--- src/rtl/ram_to_notes.sv ---
// Playback reader for the player-piano song RAM: fetches one 48-key frame per beat
// as three 16-bit words and presents it on notes as a single atomic update.
//
// state   | meaning
// --------+-----------------------------------------------------------
// IDLE    | not in playback; outputs and frame index held at zero
// WAIT    | playback active, waiting for the next unpaused beat
// FETCH0  | read word 3*frame+0 (notes[47:32])
// FETCH1  | read word 3*frame+1, capture word 0
// FETCH2  | read word 3*frame+2, capture word 1
// COMMIT  | capture word 2, publish the full frame, advance frame
// DONE    | song ended; notes cleared until playback is left
module ram_to_notes #(
   parameter int MAX_BEATS = 42
) (
   input  logic        clk,
   input  logic        reset,
   input  logic        beat,
   input  logic [1:0]  master_state,
   input  logic [7:0]  switches,
   input  logic [6:0]  record_length,
   input  logic [15:0] read_data,
   output logic [6:0]  read_address,
   output logic        read_enable,
   output logic [47:0] notes,
   output logic        start_playback,
   output logic        finished_playback
);

   typedef enum logic [2:0] {
      S_IDLE, S_WAIT, S_FETCH0, S_FETCH1, S_FETCH2, S_COMMIT, S_DONE
   } state_t;

   state_t      r_state, w_state_nxt;
   logic [5:0]  r_frame;
   logic [6:0]  r_read_address;
   logic        r_read_enable;
   logic [47:0] r_shadow;
   logic [47:0] r_notes;
   logic        r_start;
   logic        r_finish;

   logic        w_play, w_abort, w_go, w_in_song, w_loop_ok;
   logic        w_start, w_finish, w_fetch, w_wrap;
   logic [6:0]  w_len_clamped;
   logic [5:0]  w_frame_sel;
   logic [6:0]  w_base;

   assign w_play        = (master_state == 2'b10);
   assign w_abort       = (r_state != S_IDLE) && !w_play;
   assign w_go          = beat && !switches[7];
   assign w_len_clamped = (record_length > 7'(MAX_BEATS)) ? 7'(MAX_BEATS) : record_length;
   assign w_in_song     = ({1'b0, r_frame} < w_len_clamped);
   assign w_loop_ok     = switches[0] && (w_len_clamped != 7'd0);
   assign w_frame_sel   = w_wrap ? 6'd0 : r_frame;
   // 3*frame without a multiplier; max 3*41 = 123 fits in 7 bits
   assign w_base        = {w_frame_sel, 1'b0} + {1'b0, w_frame_sel};

   always_comb begin
      w_state_nxt = r_state;
      w_start     = 1'b0;
      w_finish    = 1'b0;
      w_fetch     = 1'b0;
      w_wrap      = 1'b0;
      if (w_abort) begin
         w_state_nxt = S_IDLE;
      end else begin
         case (r_state)
            S_IDLE: begin
               if (w_play) begin
                  w_state_nxt = S_WAIT;
                  w_start     = 1'b1;
               end
            end
            S_WAIT: begin
               if (w_go) begin
                  if (w_in_song) begin
                     w_state_nxt = S_FETCH0;
                     w_fetch     = 1'b1;
                  end else if (w_loop_ok) begin
                     w_state_nxt = S_FETCH0;
                     w_fetch     = 1'b1;
                     w_wrap      = 1'b1;
                  end else begin
                     w_state_nxt = S_DONE;
                     w_finish    = 1'b1;
                  end
               end
            end
            S_FETCH0: w_state_nxt = S_FETCH1;
            S_FETCH1: w_state_nxt = S_FETCH2;
            S_FETCH2: w_state_nxt = S_COMMIT;
            S_COMMIT: w_state_nxt = S_WAIT;
            S_DONE:   w_state_nxt = S_DONE;
            default:  w_state_nxt = S_IDLE;
         endcase
      end
   end

   always_ff @(posedge clk or negedge reset) begin
      if (!reset) begin
         r_state        <= S_IDLE;
         r_frame        <= 6'd0;
         r_read_address <= 7'd0;
         r_read_enable  <= 1'b0;
         r_shadow       <= 48'd0;
         r_notes        <= 48'd0;
         r_start        <= 1'b0;
         r_finish       <= 1'b0;
      end else begin
         r_state  <= w_state_nxt;
         r_start  <= w_start;
         r_finish <= w_finish;
         if (w_abort || (r_state == S_IDLE)) begin
            r_frame        <= 6'd0;
            r_read_address <= 7'd0;
            r_read_enable  <= 1'b0;
            r_shadow       <= 48'd0;
            r_notes        <= 48'd0;
         end else begin
            case (r_state)
               S_WAIT: begin
                  if (w_fetch) begin
                     r_frame        <= w_frame_sel;
                     r_read_address <= w_base;
                     r_read_enable  <= 1'b1;
                  end
                  if (w_finish) r_notes <= 48'd0;
               end
               S_FETCH0: r_read_address <= r_read_address + 7'd1;
               S_FETCH1: begin
                  r_read_address  <= r_read_address + 7'd1;
                  r_shadow[47:32] <= read_data;
               end
               S_FETCH2: begin
                  r_read_enable   <= 1'b0;
                  r_shadow[31:16] <= read_data;
               end
               S_COMMIT: begin
                  // whole frame lands on one edge so key drivers never see a mix
                  r_shadow[15:0] <= read_data;
                  r_notes        <= {r_shadow[47:16], read_data};
                  r_frame        <= r_frame + 6'd1;
               end
               default: r_notes <= r_notes;
            endcase
         end
      end
   end

   assign read_address      = r_read_address;
   assign read_enable       = r_read_enable;
   assign notes             = r_notes;
   assign start_playback    = r_start;
   assign finished_playback = r_finish;

endmodule

--- config.mk ---
export PLATFORM = sky130hd
export DESIGN_NAME = ram_to_notes
export DESIGN_NICKNAME = d
export VERILOG_FILES = /design/src/rtl/ram_to_notes.sv
export SDC_FILE = /design/constraint.sdc
export NUM_CORES = 1
export LEC_CHECK = 0
export CAP_MARGIN = 20
export CORE_AREA = 3 3 105 107
export DETAILED_ROUTE_END_ITERATION = 6
export DIE_AREA = 0 0 108 110
export MAX_ROUTING_LAYER = met4
export PLACE_DENSITY = 0.81
export SETUP_SLACK_MARGIN = 0.02
export SKIP_LAST_GASP = 1
export SLEW_MARGIN = 20
export SYNTH_ARGS = -nofsm -noshare
export SYNTH_HDL_FRONTEND = slang
export SYNTH_SLANG_ARGS = --single-unit
export TNS_END_PERCENT = 30
--- constraint.sdc ---
create_clock -name clk -period 4.34 [get_ports clk]
set_input_delay 0.651 -clock clk [delete_from_list [all_inputs] [get_ports clk]]
set_output_delay 0.651 -clock clk [all_outputs]
set_load 0.05 [all_outputs]
==> metrics <==
Rel. slew slack=33.1%; die area=11,900 sq um; crit path capture=read_address[6]$_DFFE_PN0P_; clk_skew=0.0109 ns; drt pass-1 iters=5; Netlist cell types=51; multiplexer share of the synthesized area=0.467%; Post-CTS Setup Bufs=0; Logic pwr share=6.6%; # IOs=94; Die Wd=108 um; Worst EP arrival=4.19 ns; Rows=37; # diodes=0; delay of the slowest cell on the worst path=0.45 ns; max cap viols=0; post-DR vias/cell=5.61; DRC violations left=0; buffer and inverter count on the worst path=1; final WL=11,500 um; Worst-Skew Late Latency=0.35 ns; nets=567; first-pass GRT wire length=19,000 um; Seq/Total Area, Yosys=54.4%; RSZ-0062 raised after global routing=no; vias in the first global route=3,759; Worst setup EP type=register; Max FO, Critical Path=6; largest family of logic cells by synthesized area=compound AO/OA/AOI/OAI gates; Num CTS Buffers=9; worst r2r dst=read_address[5]$_DFFE_PN0P_; Area Growth Syn to Fin=26.2%; synthesized-area fraction occupied by adder cells=3.74%; Simple-Gate Fraction of Synth Area=15.1%; Core ar.=10,200 sq um; Leak=2.58 nW; Post-Synthesis Cells=441; P_int=0.00129 W; H-tree depth=3; clock sink count=99; Placement Setup Slack=0.0542 ns; max-slew violations=0; GP Congestion=0.941; stages on the worst setup path=16; synthesized net count=490; Clock power frac=38.1%; Initial Util=44.5%; Clock Tree Buf Depth=2; initial antenna violation count=0; CTS root buffer=clkbuf_8; DPL Wire Length=7810 um; sw frac=23.0%; final worst slack=0.382 ns; largest net degree at the start of global routing=81; critical path startpoint category=input port; share of cells above drive strength 1=7.27%; setup total negative slack=0 ns; synthesized-area fraction occupied by xor and xnor cells=0.770%; pwr dens=293 nW/um^2; worst vdd ir=0.250 mV; crit-path cells=clkdlybuf4s50_1 -> o211ai_2 -> nand3_1 -> ha_1 -> a21oi_1 -> o21bai_1 -> a221oi_2 -> or2_1 -> and2_1 -> ha_1 -> and2_1 -> a22o_1 -> o21ai_0 -> nand2b_1 -> xnor2_1 -> a221o_1; TritonCTS clock tree=built; mapped cell area=4550 sq um; Ys Warns=0; input/output buffers=87; synthesized area per cell=10.3 sq um; worst r2r path cells=13; Resized Gates After CTS=0; WS Path Type=in2reg; ANT nets after route=0; hold crit path type=in2async; fin crit period=3.96 ns; Layout Cells excl Fill=659; Hold-fix buffers, CTS=0; Remaining Overflow, GRT=0; P_sw=0.000386 W; final hold violations=0; sequential power share=55.4%; Final Cell Area=5740 sq um; Synth async-reset ratio=100%; DR vias=3,699; Yosys reg bits=99; CP max stage cell=clkdlybuf4s50_1; dpl cells=643; Final period util=91.2%; GRT Total Usage=20.8%; Post-synth EDFFs=0; Final Power=0.00168 W; Highest Clock Rate=253 MHz; register-to-register setup slack=1.02 ns; r2r startpoint=r_frame[5]$_DFFE_PN0P_; cell area after placement=5530 sq um; Synth Flop Type=dfrtp_1; Tightest Pin Transition=1.00 ns; launch point of the worst path=record_length[1]; Synth Area in Compound Gates=21.7%; CP Data Required Time=4.57 ns; wire per inst=17.5 um; CP delay by family, top=compound AO/OA/AOI/OAI gates; status=finished, final reports clean; Worst-path clk slew=0.10 ns; die height=110 um; Setup Viol. Count Final=0; initial drt markers=221
-- worst reg2reg max path, cell delays in order, from the launching register on --
cell,delay [ns]
dfrtp_1,0.44
ha_1,0.36
nand3_1,0.11
o21bai_1,0.26
a221oi_2,0.11
or2_1,0.31
and2_1,0.22
ha_1,0.24
fa_1,0.41
a21o_1,0.18
a21oi_1,0.20
xnor2_1,0.16
a21oi_1,0.09
o22ai_1,0.15
-- Yosys cell counts (2+ instances only) --
master	instances	area [sq um]
nor3_1	12	60.1
and2_1	5	31.3
nor2b_1	6	37.5
o21ai_0	21	105
ha_1	12	150
a22o_1	50	438
o21bai_1	2	15.0
dfrtp_1	99	2480
o22ai_1	4	25.0
nand2_1	77	289
inv_1	7	26.3
nand2b_1	4	25.0
clkbuf_1	19	71.3
a21oi_1	30	150
o22a_1	2	17.5
buf_6	3	33.8
o211ai_1	3	22.5
buf_2	7	35.0
o31ai_1	3	22.5
a31oi_1	4	25.0
or2_1	3	18.8
or2_2	2	12.5
xnor2_1	3	26.3
nor2_1	19	71.3
a211oi_1	2	15.0
a21o_1	4	30.0
and3_1	4	25.0
nand3_1	11	55.1
-- sequential cells by signal (all words and copies together), names as in the netlist --
| signal | flops |
|---|---|
| finished_playback | 1 |
| r_frame | 6 |
| read_enable | 1 |
| read_address | 7 |
| notes | 48 |
| r_shadow | 32 |
| r_state | 3 |
| start_playback | 1 |
-- cells in the final DEF (no fill, tap or decap), types with 10 or more instances in the layout --
master           synthesis  layout
nor3_1                  12      12
nand2_1                 77      77
o21ai_0                 21      21
buf_4                    0      10
ha_1                    12      12
clkdlybuf4s50_1          0      86
nand3_1                 11      11
nor2_1                  19      19
a21oi_1                 30      30
a22o_1                  50      50
dfrtp_1                 99      99
-- routing by layer --
metal	GRT usage (%)	up-vias	wire length (um)	share of wire (%)
met5	-	-	0	0
met4	4.78	0	126	1.1
met3	3.96	10	669	5.8
met2	33.9	133	5660	49
met1	27.2	1828	5050	44
li1	-	1728	-	-
-- logic make-up after synthesis --
logic type,Yosys count
AO/OA/AOI/OAI,137
XOR/XNOR,4
adder cells (fa/ha/maj),13
buffers and inverters,37
flip-flops,99
multiplexers,2
AND/OR/NAND/NOR,149
-- cell type report --
cell class                      count  area [sq um]
Clock buffer                       10           128
Inverter                            7          26.3
Sequential cell                    99          2480
Timing Repair Buffer               96           936
Tap cell                          136           170
Clock inverter                      6          87.6
Multi-Input combinational cell    305          1920
Fill cell                         873          4490
-- stage by stage --
step | utilization, % | hold WS, ns
final | 56.1 | 0.464
after global routing | 56.1 | 0.520
after CTS | 56.1 | 0.494
after detailed placement | 54.0 | 0.472
after global placement | 54.0 | 0.463
after floorplan | - | 0.355
-- how the worst min path moves through the flow --
| stage | cells past startpoint | end | slack [ns] | startpoint |
|---|---|---|---|---|
| finish | 1 | read_address[0]$_DFFE_PN0P_ | 0.46 | reset |
| global route | 2 | r_shadow[16]$_DFFE_PN0N_ | 0.52 | r_shadow[16]$_DFFE_PN0N_ |
| CTS | 2 | r_shadow[30]$_DFFE_PN0N_ | 0.49 | r_shadow[30]$_DFFE_PN0N_ |
| detailed placement | 2 | r_shadow[30]$_DFFE_PN0N_ | 0.47 | r_shadow[30]$_DFFE_PN0N_ |
| global placement | 2 | r_shadow[16]$_DFFE_PN0N_ | 0.46 | r_shadow[16]$_DFFE_PN0N_ |
| floorplan | 0 | finished_playback$_DFF_PN0_ | 0.36 | reset |
-- power groups by stage --
stage,Combinational [W],Sequential (W),Clock [W]
after CTS,0.000112,0.000931,0.000658
after detailed placement,0.000112,0.000949,0
after global routing,0.000122,0.000932,0.000690
after global placement,0.000109,0.000949,0
after floorplan,0.0000419,0.000949,0
final,0.000110,0.000931,0.000640
Power figures use the tool's default switching activity.
==> edit: new RTL, config.mk and constraints unchanged <==
Encoding of `state_t`: now one-hot (7 bits for 7 states).
--- a/src/rtl/ram_to_notes.sv
+++ b/src/rtl/ram_to_notes.sv
@@ -28,6 +28,6 @@
 );
 
-   typedef enum logic [2:0] {
-      S_IDLE, S_WAIT, S_FETCH0, S_FETCH1, S_FETCH2, S_COMMIT, S_DONE
+   typedef enum logic [6:0] {
+      S_IDLE = 7'b0000001, S_WAIT = 7'b0000010, S_FETCH0 = 7'b0000100, S_FETCH1 = 7'b0001000, S_FETCH2 = 7'b0010000, S_COMMIT = 7'b0100000, S_DONE = 7'b1000000
    } state_t;
 
Formal check against the unedited RTL: no difference found for any inputs over 10 cycles, from zero or initial values and one cycle with reset low; not proved beyond that.
==> edit against the unedited design <==
  * Critical path depth up 1
  * First-iteration DRC count down 0.90%
  * Routed wire length down 3.5%
  * Cell area up 1.9%
  * Combinational power down 8%
  * Worst setup slack worse by 0.013 ns
  * Power down 1.9%
  * Maximum frequency down 0.33%
  * Area after synthesis up 1.6%
  * Sequential cell count up 4
  * Via count up 0.59%
  * Highest routed layer unchanged
==> edit: results (changes against the unedited design) <==
- Status: completed
- P_clk: 585 uW (-8.6%)
- Worst Setup SP: record_length[1]
- FF-to-FF path depth: 14 (+1)
- Syn Nets: 494 (+0.82%)
- Placed cell count: 653 (+1.6%)
- R2R setup slack: 0.79 ns (-0.23 ns)
- Mux contribution to synthesized area: 0.4327% (-0.035 points)
- Htree depth: 3 (unchanged)
- Port bufs: 87 (unchanged)
- FF-to-FF Start: r_state[2]
- Ys async rst share: 100.0% (unchanged)
- Synth cell types: 45 (-12%)
- Via/cell ratio: 5.554 (-1.1%)
- Worst Path Max Fanout: 4 (-2)
- Post-placement cell area: 5628 um2 (+1.8%)
- Aggregate global-route resource usage: 19.75% (-1.0 points)
- Max reg flops: 48 (unchanged)
- Peak supply drop: 0.2255 mV (-9.9%)
- RD Place Congestion: 0.8519 (-9.5%)
- XOR/XNOR Fraction of Synth Area: 1.136% (+0.37 points)
- Root Buffer: clkbuf_8
- Layout Skew: 0.01401 ns (+0.003137 ns)
- Ys Warns: 0 (unchanged)
- Largest Pwr Group: sequential cells
- Num CTS Buffers: 9 (unchanged)
- Psw: 423.8 uW (+9.8%)
- Clk buf depth: 2 (unchanged)
- Fill cell count: 861 (-1.4%)
- Nets: 578 (+1.9%)
- Worst skew pair latency: 0.37 ns (+0.02 ns)
- Largest cells by area after synthesis: dfrtp_1 55%, a22o_1 9.1%, nand2_1 6.7%
- Synth Area in Adders: 3.678% (-0.061 points)
- Clock-pin slew on the worst setup and hold paths: 0.11 ns
- Starting DRC count in detailed routing: 219 (-0.90%)
- Antenna violations before repair: 0 (unchanged)
- Sequential area share after synthesis: 55.73% (+1.3 points)
- Pin count of the biggest net entering global routing: 82 (+1.2%)
- Synth Area in Compound Gates: 19.33% (-2.4 points)
- Seq. pwr: 963 uW (+3.4%)
- Resized Gates After CTS: 0 (unchanged)
- Min-Delay Path Class: primary input to async pin
- Post-CTS setup buffers: 0 (unchanged)
- Critical Path AT: 4.22 ns (+0.03 ns)
- Hpwl dp: 7.736 mm (-0.99%)
- Via count: 3721 (+0.59%)
- Number of inserted diodes: 0 (unchanged)
- Fraction of layout instances using a drive strength above 1: 6.554% (-0.71 points)
- WL/cell: 16.58 um (-5.1%)
- First-pass GRT wire length: 18.26 mm (-3.9%)
- Drt pass-1 iters: 4 (-1)
- Average size of a mapped cell: 10.40 um2 (+0.74%)
- LEAKAGE: 0.002515 uW (-2.5%)
- Fin crit period: 3.970 ns (+0.01291 ns)
- Synth cell count leaders: 102 x dfrtp_1, 83 x nand2_1, 56 x a21oi_1
- Worst-Margin Slew: 0.9714 ns (-0.03150 ns)
- Pre-CTS setup slack: 0.02793 ns (-0.02631 ns)
- Clock Power Share: 35.5% (-2.6 points)
==> edit: cell types whose count changed in the layout (fill, tap and decap cells not counted), moves of 4 or more <==
cell     delta
or3_1       +5
nand3_1     +7
nand2_1     +6
o21ai_0    -12
a21oi_1    +26
a31oi_1     -4
nor3_1      -5
==> edit: final cells by class <==
type	count	area, um2	share of cell area [%]
Timing Repair Buffer	95	960.9	16.42
Inverter	5	18.77	0.3207
Sequential cell	103	2579	44.07
Tap cell	136	170.2	2.908
Clock inverter	7	70.07	1.197
Multi-Input combinational cell	315	1929	32.97
Clock buffer	9	123.9	2.117
==> edit: critical path: stages <==
cell and delay (ns):
clkdlybuf4s50_1 0.45, o211ai_1 0.30, nand2_1 0.13, nor2_1 0.16
ha_1 0.25, and3_1 0.19, a221o_1 0.32, a21o_1 0.18
and2_0 0.20, buf_4 0.17, nor2b_1 0.18, ha_1 0.32
nand3_1 0.12, o2111ai_1 0.15, xnor2_1 0.17, a21oi_1 0.09
o21a_1 0.19
==> edit: kinds of logic (layout without fill, tap and decap cells) <==
logic type      after synthesis  after routing
buf+inv                      27            116
mux                           2              2
fa+ha+maj                    13             13
compound gates              129            129
flops                       103            103
xor+xnor                      6              6
simple gates                165            165
==> edit: worst min-delay path by stage <==
stage / startpoint / to / slack [ns] / depth (start not counted)
final: reset / notes[44] / 0.17 / 1
after detailed placement: r_shadow[37] / notes[37] / 0.48 / 1
after global placement: r_shadow[17] / notes[17] / 0.47 / 1
after global routing: reset / notes[12] / 0.18 / 1
after floorplan: reset / finished_playback / 0.36 / 0
after CTS: reset / notes[7] / 0.50 / 1
==> edit: per-layer routing <==
metal	wire [um]	global-route usage [%]	vias up
met4	78	5.050	0
li1	-	-	1762
met1	4865	26.96	1829
met2	5651	32.10	122
met3	511	2.097	8
met5	0	-	-
